===== config.mk =====
export PLATFORM = sky130hd
export DESIGN_NAME = cnn_header_reader
export DESIGN_NICKNAME = d
export VERILOG_FILES = /design/src/rtl/cnn_pkg.sv /design/src/rtl/hdr_index_map.sv /design/src/rtl/cnn_header_reader.sv
export SDC_FILE = /design/constraint.sdc
export NUM_CORES = 1
export LEC_CHECK = 0
export ABC_AREA = 1
export BUFFER_PORTS_ARGS = -buffer_cell sky130_fd_sc_hd__buf_2
export CAP_MARGIN = 10
export CORE_ASPECT_RATIO = 0.9
export CORE_UTILIZATION = 44
export CTS_CLUSTER_SIZE = 25
export DETAILED_ROUTE_END_ITERATION = 8
export SYNTH_ARGS = -nofsm -noshare
export SYNTH_HDL_FRONTEND = slang
export SYNTH_SLANG_ARGS = --single-unit
export TNS_END_PERCENT = 5

===== constraint.sdc =====
create_clock -name clk -period 7.18 [get_ports clk]
set_clock_uncertainty 0.2 [all_clocks]
set_input_delay 0.718 -clock clk [delete_from_list [all_inputs] [get_ports clk]]
set_output_delay 0.718 -clock clk [all_outputs]
set_load 0.01 [all_outputs]

===== src/rtl/cnn_pkg.sv =====
// Shared definitions for the CNN header reader: header word map, descriptor kinds, FSM states.
package cnn_pkg;

  localparam int HDR_FILTER_SIZE = 0;
  localparam int HDR_NUM_LAYERS  = 1;
  localparam int HDR_FILTER_OFF  = 2;
  localparam int HDR_DENSE_OFF   = 3;
  localparam int HDR_TABLE_BASE  = 4;

  typedef enum logic [1:0] {
    DK_FILT_CNT   = 2'd0,
    DK_FILT_TYPE  = 2'd1,
    DK_DENSE_CNT  = 2'd2,
    DK_WEIGHT_CNT = 2'd3
  } desc_kind_t;

  typedef enum logic [3:0] {
    ST_IDLE,
    ST_HREQ,
    ST_HCAP,
    ST_CHECK,
    ST_BREQ,
    ST_BCAP,
    ST_EMIT,
    ST_DONE,
    ST_ERR
  } state_t;

endpackage


===== src/rtl/hdr_index_map.sv =====
// Maps a per-layer table index k (given N layers) to its descriptor kind and layer number.
module hdr_index_map
  import cnn_pkg::*;
#(
  parameter int ADDR_W  = 16,
  parameter int LAYER_W = 4
) (
  input  logic [ADDR_W-1:0]  idx_i,
  input  logic [ADDR_W-1:0]  num_i,
  output desc_kind_t         kind_o,
  output logic [LAYER_W-1:0] layer_o
);

  logic [ADDR_W-1:0] twoN;
  logic [ADDR_W-1:0] denseIdx;
  logic [ADDR_W-1:0] offset;

  assign twoN     = {num_i[ADDR_W-2:0], 1'b0};
  assign denseIdx = idx_i - twoN;

  // Dense region interleaves {dense count, weight count} per layer, so bit 0 picks the kind.
  always_comb begin
    kind_o = DK_FILT_CNT;
    offset = idx_i;
    if (idx_i < num_i) begin
      kind_o = DK_FILT_CNT;
      offset = idx_i;
    end else if (idx_i < twoN) begin
      kind_o = DK_FILT_TYPE;
      offset = idx_i - num_i;
    end else begin
      kind_o = denseIdx[0] ? DK_WEIGHT_CNT : DK_DENSE_CNT;
      offset = denseIdx >> 1;
    end
  end

  assign layer_o = LAYER_W'(offset);

endmodule


===== src/rtl/cnn_header_reader.sv =====
// Fetches the four CNN header words from RAM, validates them, then streams one
// descriptor per per-layer table word over a valid/ready interface.
module cnn_header_reader
  import cnn_pkg::*;
#(
  parameter int MAX_LAYERS = 8,
  parameter int ADDR_W     = 16,
  parameter int DATA_W     = 16,
  parameter int LAYER_W    = 4
) (
  input  logic               clk,
  input  logic               RST,
  input  logic               start,
  output logic [ADDR_W-1:0]  ramAddress,
  output logic               readSignal,
  input  logic [DATA_W-1:0]  ramDataOut,
  output logic [DATA_W-1:0]  filterSize,
  output logic [DATA_W-1:0]  numLayers,
  output logic [DATA_W-1:0]  filterOffset,
  output logic [DATA_W-1:0]  denseOffset,
  output logic               desc_valid,
  input  logic               desc_ready,
  output logic [1:0]         desc_kind,
  output logic [LAYER_W-1:0] desc_layer,
  output logic [DATA_W-1:0]  desc_value,
  output logic               busy,
  output logic               done,
  output logic               error
);

  state_t              state_q, state_d;
  logic [1:0]          h_q, h_d;
  logic [ADDR_W-1:0]   k_q, k_d;
  logic [ADDR_W-1:0]   total_q, total_d;
  logic [ADDR_W-1:0]   addr_q;
  logic [DATA_W-1:0]   hdr_q [4];
  desc_kind_t          desc_kind_q;
  logic [LAYER_W-1:0]  desc_layer_q;
  logic [DATA_W-1:0]   desc_value_q;

  logic [ADDR_W-1:0]   nLayers;
  logic                hdrBad;
  desc_kind_t          mapKind;
  logic [LAYER_W-1:0]  mapLayer;

  assign nLayers = ADDR_W'(hdr_q[HDR_NUM_LAYERS]);
  assign hdrBad  = (hdr_q[HDR_NUM_LAYERS] == '0)
                || (hdr_q[HDR_NUM_LAYERS] > DATA_W'(MAX_LAYERS))
                || (hdr_q[HDR_DENSE_OFF] < hdr_q[HDR_FILTER_OFF]);

  hdr_index_map #(
    .ADDR_W (ADDR_W),
    .LAYER_W(LAYER_W)
  ) u_index_map (
    .idx_i  (k_q),
    .num_i  (nLayers),
    .kind_o (mapKind),
    .layer_o(mapLayer)
  );

  // The address is driven only in the request states and otherwise parks on the last value.
  always_comb begin
    state_d    = state_q;
    h_d        = h_q;
    k_d        = k_q;
    total_d    = total_q;
    readSignal = 1'b0;
    ramAddress = addr_q;
    unique case (state_q)
      ST_IDLE, ST_DONE, ST_ERR: begin
        if (start) begin
          h_d     = 2'd0;
          state_d = ST_HREQ;
        end
      end
      ST_HREQ: begin
        readSignal = 1'b1;
        ramAddress = ADDR_W'(h_q);
        state_d    = ST_HCAP;
      end
      ST_HCAP: begin
        if (h_q != 2'(HDR_DENSE_OFF)) begin
          h_d     = h_q + 2'd1;
          state_d = ST_HREQ;
        end else begin
          state_d = ST_CHECK;
        end
      end
      ST_CHECK: begin
        if (hdrBad) begin
          state_d = ST_ERR;
        end else begin
          k_d     = '0;
          total_d = (nLayers << 2) - ADDR_W'(2);
          state_d = ST_BREQ;
        end
      end
      ST_BREQ: begin
        readSignal = 1'b1;
        ramAddress = ADDR_W'(HDR_TABLE_BASE) + k_q;
        state_d    = ST_BCAP;
      end
      ST_BCAP: state_d = ST_EMIT;
      ST_EMIT: begin
        if (desc_ready) begin
          k_d     = k_q + ADDR_W'(1);
          state_d = (k_q + ADDR_W'(1) == total_q) ? ST_DONE : ST_BREQ;
        end
      end
      default: state_d = ST_IDLE;
    endcase
  end

  always_ff @(posedge clk or posedge RST) begin
    if (RST) begin
      state_q      <= ST_IDLE;
      h_q          <= '0;
      k_q          <= '0;
      total_q      <= '0;
      addr_q       <= '0;
      desc_kind_q  <= DK_FILT_CNT;
      desc_layer_q <= '0;
      desc_value_q <= '0;
      for (int i = 0; i < 4; i++) hdr_q[i] <= '0;
    end else begin
      state_q <= state_d;
      h_q     <= h_d;
      k_q     <= k_d;
      total_q <= total_d;
      addr_q  <= ramAddress;
      if (state_q == ST_HCAP) hdr_q[h_q] <= ramDataOut;
      if (state_q == ST_BCAP) begin
        desc_value_q <= ramDataOut;
        desc_kind_q  <= mapKind;
        desc_layer_q <= mapLayer;
      end
    end
  end

  assign filterSize   = hdr_q[HDR_FILTER_SIZE];
  assign numLayers    = hdr_q[HDR_NUM_LAYERS];
  assign filterOffset = hdr_q[HDR_FILTER_OFF];
  assign denseOffset  = hdr_q[HDR_DENSE_OFF];
  assign desc_valid   = (state_q == ST_EMIT);
  assign desc_kind    = desc_kind_q;
  assign desc_layer   = desc_layer_q;
  assign desc_value   = desc_value_q;
  assign busy         = !((state_q == ST_IDLE) || (state_q == ST_DONE) || (state_q == ST_ERR));
  assign done         = (state_q == ST_DONE);
  assign error        = (state_q == ST_ERR);

endmodule


# Word level (Yosys, flattened, before mapping)
# Cells that the tools add are included.
# totals
reg_bits,140
in_bits,20
elab_cells,78
# op_classes
addsub,6
magnitude_cmp,6
n_eq_ne,14
muxes,22
bitwise,2
n_reduce_logical,16
# ops
operator,count
bitwise mux 64 bit,1
case mux 16 bit (2 select lines),2
< comparator 16 bit,3
2-to-1 mux 16 bit,3
demux 16 bit (select 2 bit),1
case mux 4 bit (7 select lines),1
2-to-1 mux 4 bit,5
adder 16 x 1 -> 16 bit (second input constant),1
adder 3 x 16 -> 16 bit (first input constant),1
== test 16 bit,1
== test 4 x 3 -> 1 bit (second input constant),4
> comparator 16 x 4 -> 1 bit (second input constant),1
logical NOT 16 bit,1
subtractor 16 x 2 -> 16 bit (second input constant),1
2-to-1 mux 2 bit,6
== test 4 x 2 -> 1 bit (second input constant),2
!= test 2 bit (second input constant),4
AND reduction 3 bit,2
subtractor 5 bit,1
== test 4 x 1 -> 1 bit (second input constant),1
== test 4 bit (second input constant),1
logical NOT 4 bit,1
logical OR 1 bit,4
case mux 2 bit (2 select lines),1
14 further kinds,17

# Longest topological paths before layout
# depth
word_depth,6
depth_mapped,18
mapped_depth_nobuf,18

# Hierarchy
# From an unflattened synthesis, not the netlist that was laid out.
# hier_totals
cells_unflattened,942
area_unflattened_um2,7792.5
# modules_own_cells
module,n_inst,cells_each,area_each_um2,seq_area_each_um2
cnn_header_reader,1,780,6801.5,3478.3
hdr_index_map,1,162,991.0,0.0

# Worst setup path before layout
# Ideal clock, no wire load.
# synth_path
path_kind,reg2reg
start,register hdr_q (netlist bit numLayers[4])
end,"register desc_layer_q[3], in the netlist desc_layer[3]"
setup_time_ns,0.116
arrival_time_ns,2.560
t_required_ns,6.864
path_slack_ns,4.304
stages_incl_launch_ff,18
n_path_buf,0
period_less_slack_ns,2.876
cell_sequence,dfrtp_1 inv_1 ha_1 a21oi_1 nand3b_1 nand2_1 o21ai_0 nand2_1 nand2_1 o21ai_0 ha_1 nand2_1 o21ai_0 xor2_1 nand3b_1 nand3_1 nand2_1 nand2_1
# synth_via
elab_chain_cells,3
word_cells_on_any_way,4
classes_between,2 x order compare; 2 x mux
# synth_lines
element,line_no,source
"start, declared",cnn_header_reader.sv:36,logic [DATA_W-1:0] hdr_q [4];
"start signal, assigned by index",cnn_header_reader.sv:131,if (state_q == ST_HCAP) hdr_q[h_q] <= ramDataOut;
< comparator 16 bit,hdr_index_map.sv:28,end else if (idx_i < twoN) begin
2-to-1 mux 4 bit,hdr_index_map.sv:28,
2-to-1 mux 4 bit *,hdr_index_map.sv:25,if (idx_i < num_i) begin
"end signal, assigned",cnn_header_reader.sv:135,desc_layer_q <= mapLayer;
"end, declared",cnn_header_reader.sv:38,logic [LAYER_W-1:0] desc_layer_q;
# Mark *: on every way between the ends. The rest lies on a longest branch, timed or not.
# A chain may end at the register's enable or synchronous reset.

# Final worst setup path
# layout_path
start,register state_q[3]
end,output port ramAddress[12]
# layout_via
elab_chain_cells,2
word_cells_on_any_way,3
classes_between,2 x eq/ne; 1 x mux
# layout_lines
element,line_no,source
"start, declared",cnn_header_reader.sv:31,"state_t state_q, state_d;"
"start signal, assigned",cnn_header_reader.sv:126,state_q <= state_d;
== test 4 x 3 -> 1 bit / == test 4 x 1 -> 1 bit (equally long branches),cnn_header_reader.sv:69,unique case (state_q)
case mux 16 bit (2 select lines) *,cnn_header_reader.sv:69,
"end, declared",cnn_header_reader.sv:14,"output logic [ADDR_W-1:0] ramAddress,"
# Marked as above.

==> results.sh <==
export IMPL_crit_buf_inv=3
export IMPL_vias_per_cell=5.12
export IMPL_cts_made_buffers=17
export IMPL_cts_htree_levels=4
export IMPL_syn_area_um2=7550
export IMPL_finalCriticalPeriod_ns=3.72
export IMPL_maxCapViolCount=0
export IMPL_dr_pass1_iters=5
export IMPL_antenna_found_initial=0
export IMPL_synth_most_common_cell="nand2_1"
export IMPL_tns_ns=0
export IMPL_synthTopCellsByArea="dfrtp_1 (46%), nand2_1 (15%), ha_1 (9.1%)"
export IMPL_peakVddDrop_v=0.000186
export IMPL_slew_viol_final=0
export IMPL_status="finished clean"
export IMPL_fill_cells=1632
export IMPL_root_buffer="clkbuf_16"
export IMPL_synth_seq_cells=139
export IMPL_yosys_area_top_type_share_pct=46.0
export IMPL_end_kind="output pin"
export IMPL_rows=45
export IMPL_synth_cells=935
export IMPL_wire_per_inst_um=16.1
export IMPL_yosys_top_cells_count="nand2_1 (308), dfrtp_1 (139), inv_1 (105)"
export IMPL_ys_warn_count=0
export IMPL_postCtsSetupBuffers=0
export IMPL_pre_cts_ws_ns=3.88
export IMPL_seqCellArea_um2=3480
export IMPL_fmax_ghz=0.269
export IMPL_relSlewSlack_pct=22.6
export IMPL_core_area_um2=16800
export IMPL_synthFlopType="dfrtp_1"
export IMPL_grt_usage_pct=24.8
export IMPL_cts_resized_gates=0
export IMPL_clk_path_buf_depth=2
export IMPL_hold_slack_ns=0.161
export IMPL_synthToLayoutAreaGrowth_pct=18.5
export IMPL_slowest_delay_ns=0.68
export IMPL_p_leak_nw=4.66
export IMPL_antenna_cells=0
export IMPL_worstPathArrival_ns=2.80
export IMPL_route_detailed_drc=0
export IMPL_clkTransAtPathRegs_ns=0.07
export IMPL_ys_async_sr_fraction_pct=100
export IMPL_ff2ff_path_depth=17
export IMPL_path_max_fanout=11
export IMPL_cts_tree="yes"
export IMPL_synthDistinctLibCells=35
export IMPL_rsz0062_at_grt="no"
export IMPL_synth_top_area_cell="dfrtp_1"
export IMPL_cp_cell_sequence="inv_1, nand2_1, nor2_1, clkinv_1, o31ai_1, buf_2"
export IMPL_required_ns=6.26
export IMPL_grt_pass1_wl_um=33700
export IMPL_die_h_um=126
export IMPL_dp_hpwl_um=15300
export IMPL_ff2ff_setup_slack_ns=3.93
export IMPL_cpLargestDelayFamily="simple AND/OR/NAND/NOR gates"
export IMPL_finalSetupViolations=0
export IMPL_vias=6580
export IMPL_fin_util_pct=53.1
export IMPL_port_buffer_count=126
export IMPL_layout_setup_ws_ns=3.46
export IMPL_hold_path_class="input pin to asynchronous set/reset pin"
export IMPL_hold_viol=0
export IMPL_drtIter0Drc=410
export IMPL_wl_um=20700
export IMPL_cp_slowest_cell="nor2_1"
export IMPL_r2r_start="numLayers[3]"
export IMPL_syn_num_nets=1011
export IMPL_tightestPinTransition_ns=1.16
export IMPL_postSynthAreaPerCell_um2=8.08
export IMPL_powerDensity_nw_per_um2=413
export IMPL_path_class="flop to output pin"
export IMPL_post_route_period_util_pct=51.7
export IMPL_grt_max_degree=74
export IMPL_cts_hold_buffers=0
export IMPL_startpoint_type="flop"
export IMPL_io_pins=127
export IMPL_clock_latency_ns=0.43
export IMPL_drive_gt1_share_pct=18.6
export IMPL_nets=1138
export IMPL_place_gp_congestion=0.906
export IMPL_synth_seq_area_share_pct=46.0
export IMPL_grt_ovfl_total=0
export IMPL_dieWidth_um=140
export IMPL_synth_edf_count=0
export IMPL_dieArea_um2=17700
export IMPL_multi_input_area_um2=3570
export IMPL_cts_sinks=139
export IMPL_p_total_w=0.00369
export IMPL_grt_pass1_vias=6163
export IMPL_drtAntennaViolNets=0
export IMPL_r2r_end="desc_layer[3]"
export IMPL_start_util_pct=44.9
[worst max path at each step]
| stage | depth (start not counted) | to | slack [ns] | startpoint |
|---|---|---|---|---|
| 2_1_floorplan | 1 | addr_q[0] | 2.54 | RST |
| 5_1_grt | 6 | ramAddress[12] | 3.20 | state_q[3] |
| 3_3_place_gp | 6 | ramAddress[12] | 3.94 | state_q[3] |
| 3_5_place_dp | 6 | ramAddress[12] | 3.88 | state_q[3] |
| 4_1_cts | 6 | ramAddress[12] | 3.37 | state_q[3] |
| 6_report | 6 | ramAddress[12] | 3.46 | state_q[3] |
[kinds of logic after synthesis]
kind of cell | count (synthesis) | share of synthesized area, %
DFF | 139 | 46.0
xor gates and xnor gates | 7 | 0.812
and+or+nand+nor | 445 | 24.5
muxes | 17 | 2.52
buffers and inverters | 133 | 6.77
AOI/OAI and AO/OA | 138 | 9.97
adders and majority gates | 56 | 9.38
[metal layers]
metal	global-route usage, %	vias up	part of all wire, %
met3	4.98	15	4.4
met1	37.2	3134	51
met2	36.4	130	43
li1	-	3301	-
met5	0	-	0
met4	6.46	0	1.1
[sequential cells by signal, summed over array words and instances (netlist names)]
signal	count
addr_q	16
denseOffset	16
desc_kind	2
desc_layer	4
desc_value	16
filterOffset	16
filterSize	16
h_q	2
k_q	16
numLayers	16
state_q	4
total_q	15
[worst reg2reg max path: cells and delay by family, from the launching register on]
kind	cells	cell delay (ns)
DFF	1	0.47
xor gates and xnor gates	1	0.20
adders and majority gates	2	0.60
AOI/OAI and AO/OA	4	0.59
buffers and inverters	1	0.21
and+or+nand+nor	9	0.89
[metrics by stage]
stage / std cells / cell area (um2)
after global placement: 1254 / 8390
after CTS: 1286 / 8950
after global routing: 1286 / 8950
final: 1286 / 8950
after floorplan: 935 / 7550
after detailed placement: 1254 / 8390
[cell usage in the layout (no fill, tap or decap), types with 8 or more instances in the layout]
cell	n
nand2_1	308
dfrtp_1	139
buf_2	126
inv_1	104
o21ai_0	71
ha_1	55
nand3_1	52
a21oi_1	46
nor2_1	40
clkbuf_16	17
mux2_2	16
nand4_1	14
nor2_2	11
inv_6	8
[power by group]
| group | total, W | leakage, nW | switching, W | internal, W |
|---|---|---|---|---|
| clock network | 0.000842 | 0.268 | 0.000387 | 0.000454 |
| registers | 0.00128 | 1.68 | 0.000216 | 0.00106 |
| logic | 0.00157 | 2.71 | 0.000963 | 0.000607 |
[cell type report]
| cell class | count | area share [%] |
|---|---|---|
| clock inverter | 15 | 1.43 |
| timing repair buffer | 130 | 7.38 |
| multi-input combinational | 663 | 39.9 |
| clock buffer | 17 | 4.75 |
| inverter | 111 | 4.73 |
| tap | 211 | 2.95 |
| sequential | 139 | 38.9 |
Power figures use the tool's default switching activity.
